--- config.mk ---
export PLATFORM = sky130hd
export DESIGN_NAME = regfile_2r1w_flat
export DESIGN_NICKNAME = d
export VERILOG_FILES = /design/src/rtl/regfile_pkg.sv /design/src/rtl/regfile_2r1w_if.sv /design/src/rtl/regfile_read_port.sv /design/src/rtl/regfile_2r1w.sv /design/src/flat_wrapper.sv
export SDC_FILE = /design/constraint.sdc
export NUM_CORES = 2
export LEC_CHECK = 0
export BUFFER_PORTS_ARGS = -buffer_cell sky130_fd_sc_hd__buf_2
export CORE_MARGIN = 1.5
export CORE_UTILIZATION = 41
export DETAILED_ROUTE_END_ITERATION = 10
export PLACE_DENSITY = 0.67
export SLEW_MARGIN = 20
export SYNTH_ARGS = -nofsm -noshare
export SYNTH_HDL_FRONTEND = slang
export SYNTH_SLANG_ARGS = --single-unit
--- constraint.sdc ---
create_clock -name clk -period 2.1 [get_ports clk]
set_input_delay 0.21 -clock clk [delete_from_list [all_inputs] [get_ports clk]]
set_output_delay 0.21 -clock clk [all_outputs]
set_load 0.01 [all_outputs]
--- src/rtl/regfile_pkg.sv ---
// Shared constants and types for the 2-read / 1-write integer register file.
package regfile_pkg;

  localparam int DATA_W   = 32;
  localparam int ADDR_W   = 5;
  localparam int NUM_REGS = 2 ** ADDR_W;

  typedef logic [ADDR_W-1:0] reg_addr_t;
  typedef logic [DATA_W-1:0] reg_data_t;

endpackage

--- src/rtl/regfile_2r1w_if.sv ---
// Operand-read and write-back bus of the register file; decode/WB drive it as master.
interface regfile_2r1w_if;
  import regfile_pkg::*;

  logic      read_en;
  reg_addr_t rs1_addr;
  reg_addr_t rs2_addr;
  logic      write_en;
  reg_addr_t write_addr;
  reg_data_t write_data;
  reg_data_t rs1_data;
  reg_data_t rs2_data;

  modport master (
    output read_en, rs1_addr, rs2_addr, write_en, write_addr, write_data,
    input  rs1_data, rs2_data
  );

  modport slave (
    input  read_en, rs1_addr, rs2_addr, write_en, write_addr, write_data,
    output rs1_data, rs2_data
  );

endinterface

--- src/rtl/regfile_read_port.sv ---
// One registered read port: entry select, write-first bypass, zero-register mask,
// and an output register that only loads while read_en is high.
module regfile_read_port
  import regfile_pkg::*;
#(
  parameter bit ZERO_REG = 1'b0
) (
  input  logic      clk,
  input  logic      rst,
  input  logic      i_read_en,
  input  reg_addr_t i_addr,
  input  reg_data_t i_mem [NUM_REGS],
  input  logic      i_wr_en,
  input  reg_addr_t i_wr_addr,
  input  reg_data_t i_wr_data,
  output reg_data_t o_data
);

  logic      w_bypass;
  logic      w_is_zero;
  reg_data_t w_rd_data;
  reg_data_t r_data;

  // Select the value this port would capture on the coming edge.
  always_comb begin
    w_bypass  = i_wr_en && (i_wr_addr == i_addr);
    w_is_zero = (ZERO_REG == 1'b1) && (i_addr == {ADDR_W{1'b0}});
    w_rd_data = {DATA_W{1'b0}};
    if (w_is_zero) begin
      w_rd_data = {DATA_W{1'b0}};
    end else if (w_bypass) begin
      w_rd_data = i_wr_data;
    end else begin
      w_rd_data = i_mem[i_addr];
    end
  end

  // Output register: cleared by reset, otherwise loads only on enabled reads.
  always_ff @(posedge clk) begin
    if (rst) begin
      r_data <= {DATA_W{1'b0}};
    end else if (i_read_en) begin
      r_data <= w_rd_data;
    end
  end

  assign o_data = r_data;

endmodule

--- src/rtl/regfile_2r1w.sv ---
// 32 x 32 integer register file: storage and write logic here, two read-port instances.
module regfile_2r1w
  import regfile_pkg::*;
#(
  parameter bit ZERO_REG = 1'b0
) (
  input  logic           clk,
  input  logic           rst,
  regfile_2r1w_if.slave  bus
);

  reg_data_t r_mem [NUM_REGS];
  logic      w_wr_en;

  // Writes to entry 0 are dropped when it is hardwired to zero.
  assign w_wr_en = bus.write_en &&
                   !((ZERO_REG == 1'b1) && (bus.write_addr == {ADDR_W{1'b0}}));

  // Storage: synchronous clear on reset, single write port otherwise.
  always_ff @(posedge clk) begin
    if (rst) begin
      for (int i = 0; i < NUM_REGS; i++) begin
        r_mem[i] <= {DATA_W{1'b0}};
      end
    end else if (w_wr_en) begin
      r_mem[bus.write_addr] <= bus.write_data;
    end
  end

  regfile_read_port #(.ZERO_REG(ZERO_REG)) u_rs1 (
    .clk       (clk),
    .rst       (rst),
    .i_read_en (bus.read_en),
    .i_addr    (bus.rs1_addr),
    .i_mem     (r_mem),
    .i_wr_en   (w_wr_en),
    .i_wr_addr (bus.write_addr),
    .i_wr_data (bus.write_data),
    .o_data    (bus.rs1_data)
  );

  regfile_read_port #(.ZERO_REG(ZERO_REG)) u_rs2 (
    .clk       (clk),
    .rst       (rst),
    .i_read_en (bus.read_en),
    .i_addr    (bus.rs2_addr),
    .i_mem     (r_mem),
    .i_wr_en   (w_wr_en),
    .i_wr_addr (bus.write_addr),
    .i_wr_data (bus.write_data),
    .o_data    (bus.rs2_data)
  );

endmodule

--- src/flat_wrapper.sv ---
// flat-port wrapper written by rule: the top's interface ports become plain ports
module regfile_2r1w_flat import regfile_pkg::*;
#(
  parameter bit ZERO_REG = 1'b0
)
  (clk, rst, bus_read_en, bus_rs1_addr, bus_rs2_addr, bus_write_en, bus_write_addr, bus_write_data, bus_rs1_data, bus_rs2_data);
  regfile_2r1w_if bus_i ();
  input  logic clk;
  input  logic rst;
  input wire logic [$bits(bus_i.read_en)-1:0] bus_read_en;
  input wire logic [$bits(bus_i.rs1_addr)-1:0] bus_rs1_addr;
  input wire logic [$bits(bus_i.rs2_addr)-1:0] bus_rs2_addr;
  input wire logic [$bits(bus_i.write_en)-1:0] bus_write_en;
  input wire logic [$bits(bus_i.write_addr)-1:0] bus_write_addr;
  input wire logic [$bits(bus_i.write_data)-1:0] bus_write_data;
  output wire logic [$bits(bus_i.rs1_data)-1:0] bus_rs1_data;
  output wire logic [$bits(bus_i.rs2_data)-1:0] bus_rs2_data;
  assign bus_i.read_en = bus_read_en;
  assign bus_i.rs1_addr = bus_rs1_addr;
  assign bus_i.rs2_addr = bus_rs2_addr;
  assign bus_i.write_en = bus_write_en;
  assign bus_i.write_addr = bus_write_addr;
  assign bus_i.write_data = bus_write_data;
  assign bus_rs1_data = bus_i.rs1_data;
  assign bus_rs2_data = bus_i.rs2_data;
  regfile_2r1w #(.ZERO_REG(ZERO_REG)) u_core (.clk(clk), .rst(rst), .bus(bus_i));
endmodule
==> impl_metrics.toml <==
[setup_path]
worst-path-stages = 1
endpoint_kind = "output pin"
reg2regPathDepth = 5
crit_chain = "buf_2"
crit_arrival_ns = 1.78
crit_path_max_fanout = 3
crit_family = "flip-flops"
startpoint_type = "register"
cp.buffers_inverters = 1
cp_data_required_time_ns = 1.89
slowest_delay_ns = 0.77
crit_type = "reg -> out"
cpMaxStageDelayCell = "dfxtp_1"

[placed_design]
gp_congestion = 0.9690
dpl.hpwl_um = 151300
dp.cells = 7847
port_buffers = 114
dp_slack_ns = -0.1895

[routing]
first_pass_iters = 7
drt-initial-drc-count = 9789
num_vias = 53430
drcViolationCount = 0
wl_per_cell_um = 30.69
postRouteAntennaNets = 0
drt_wl_total_um = 248200
viasPerCell = 6.606

[cts]
cts_tree = "yes"
path_clk_slew_ns = 0.07
cts_buffers = 113
post_cts_resized = 0
cts_hold_buffers = 20
root_buffer = "clkbuf_16"
htree_num_levels = 3
clock_latency_ns = 0.76
post_cts_buffers = 0
clk_path_buf_depth = 3
cts_num_sinks = 1088

[global_route]
grt_first_pass_wirelength_um = 350300
track_usage_pct = 35.57
antenna_found_initial = 20
grt_max_degree = 160
grt_pass1_vias = 49260
grt_overflow_total = 0

[timing]
rsz0062_at_grt = "no"
hold_violations = 0
finalSetupViolCount = 0
slew_violations = 0
worstMarginPinSlew_ns = 1.016
post-route-period-util_pct = 94.56
setup_slack_ns = 0.1143
finalClockSkew_ns = 0.02008
fmax_mhz = 503.6
period_needed_ns = 1.986
maxSlewHeadroom_pct = 32.27

[flow_run]
maxCapViolCount = 0

[min_path]
hold_path.class = "in -> reg"
holdPathStages = 3

[floorplanning]
die_area_um2 = 135000
rows = 133
fp.dieH_um = 367.5
initial_core_util_pct = 41.38
core-area_um2 = 131600
io_pins = 115
die_w_um = 367.5

[cells_and_area]
fin_util_pct = 48.43
syn_to_final_growth_pct = 17.04
final_layout_size_suffix_gt1_share_pct = 21.05
final_cell_mix = "nand2_1 (2121), dfxtp_1 (1088), a21oi_1 (1032)"
nNetsFinal = 6278
finalNonFillerCells = 8088
final_common_cell = "nand2_1"
fill_cells = 12110

[power]
power_mw = 47.54
p_leak_nw = 21.31
power_density_nw_per_um2 = 745.7
vdd_ir_drop_max_v = 0.0007576

[logic_synthesis]
synth.net_count = 6274
synth_edf_count = 0
synthCells = 6223
ys_ff_latch = 1088
synth-seq-area-share_pct = 39.99
synth-async-reset-ratio_pct = 0
netlist_area_um2 = 54470
ys.flop_type = "dfxtp_1"
synth_cell_type_count = 59
avgSynthCellArea_um2 = 8.752
yosys_warnings = 0

[status]
status = "finished clean"
Yosys cell counts (6+ instances only):
library cell / count / area share [%]
nand2_1: 2153 / 15
o21ai_0: 52 / 0.48
o21bai_1: 14 / 0.19
inv_1: 7 / 0.048
or4_1: 6 / 0.083
nand3_1: 33 / 0.30
and3_1: 19 / 0.22
nor2_1: 109 / 0.75
nand2b_1: 9 / 0.10
nor2b_1: 7 / 0.080
a221oi_1: 43 / 0.69
mux2_2: 84 / 1.7
mux4_2: 446 / 18
xnor2_1: 8 / 0.13
buf_1: 42 / 0.29
o221ai_1: 51 / 0.82
mux2i_1: 115 / 2.1
o22ai_1: 88 / 1.0
buf_4: 37 / 0.51
a22o_1: 23 / 0.37
a32o_1: 12 / 0.22
a31oi_1: 6 / 0.069
or2_2: 7 / 0.080
a21oi_1: 1033 / 9.5
buf_8: 7 / 0.19
clkbuf_1: 464 / 3.2
buf_6: 19 / 0.39
o32ai_1: 19 / 0.31
a211oi_1: 23 / 0.32
dfxtp_1: 1088 / 40
buf_2: 82 / 0.75
a22oi_1: 52 / 0.72
layout make-up:
type | instances | area (um^2) | share of cell area [%]
diodes | 14 | 35.03 | 0.05496
clock buffers | 163 | 3297 | 5.172
clock inverters | 44 | 620.6 | 0.9735
inverters | 11 | 41.29 | 0.06477
multi-input cells | 4467 | 29980 | 47.03
flip-flops and latches | 1088 | 21780 | 34.17
well taps | 1755 | 2196 | 3.445
repair buffers | 546 | 5796 | 9.091
per-layer routing:
metal / global-route usage (%) / up-vias / part of all wire, %
met1: 45.03 / 25640 / 34
met5: 0 / - / 0.056
met3: 14.20 / 1114 / 17
met4: 23.10 / 24 / 7.6
li1: - / 21820 / -
met2: 49.86 / 4830 / 41
registers in the layout, indices dropped and copies added (netlist names):
name,flops
u_core.r_mem,1024
u_core.u_rs1.o_data,32
u_core.u_rs2.o_data,32
logic make-up (layout without fill, tap and decap cells):
group	Yosys count	after routing	share of synthesized area, %
multiplexers	647	647	22.39
other	0	14	0
AO/OA/AOI/OAI	1428	1428	14.87
XOR/XNOR	10	10	0.1608
flip-flops	1088	1088	39.99
AND/OR/NAND/NOR	2382	2382	16.99
buffers and inverters	668	764	5.605
stage by stage:
stage / TNS [ns] / hold slack (ns) / area (um^2)
2_1_floorplan: 0 / 0.4415 / 54470
3_3_place_gp: -4.487 / 0.4491 / 59590
3_5_place_dp: -3.933 / 0.4558 / 59600
4_1_cts: 0 / 0.001225 / 63710
5_1_grt: 0 / 0.03943 / 63720
6_report: 0 / 0.01302 / 63750
report_power, final:
group          switching, mW  internal (mW)  total [mW]
registers              0.292           20.9        21.2
logic                   3.07           1.62        4.70
clock network           9.18           12.5        21.7
total                   12.5           35.0        47.5
final timing paths:
path | startpoint | to | slack (ns)
setup / recovery | u_core.u_rs1.o_data[26] | bus_rs1_data[26] | 0.11
hold / removal | bus_write_data[6] | u_core.r_mem[870] | 0.01
setup reg to reg | u_core.r_mem[748] | u_core.u_rs1.o_data[12] | 0.32
hold reg to reg | u_core.r_mem[919] | u_core.r_mem[919] | 0.47
(Power assumes the default switching activity.)
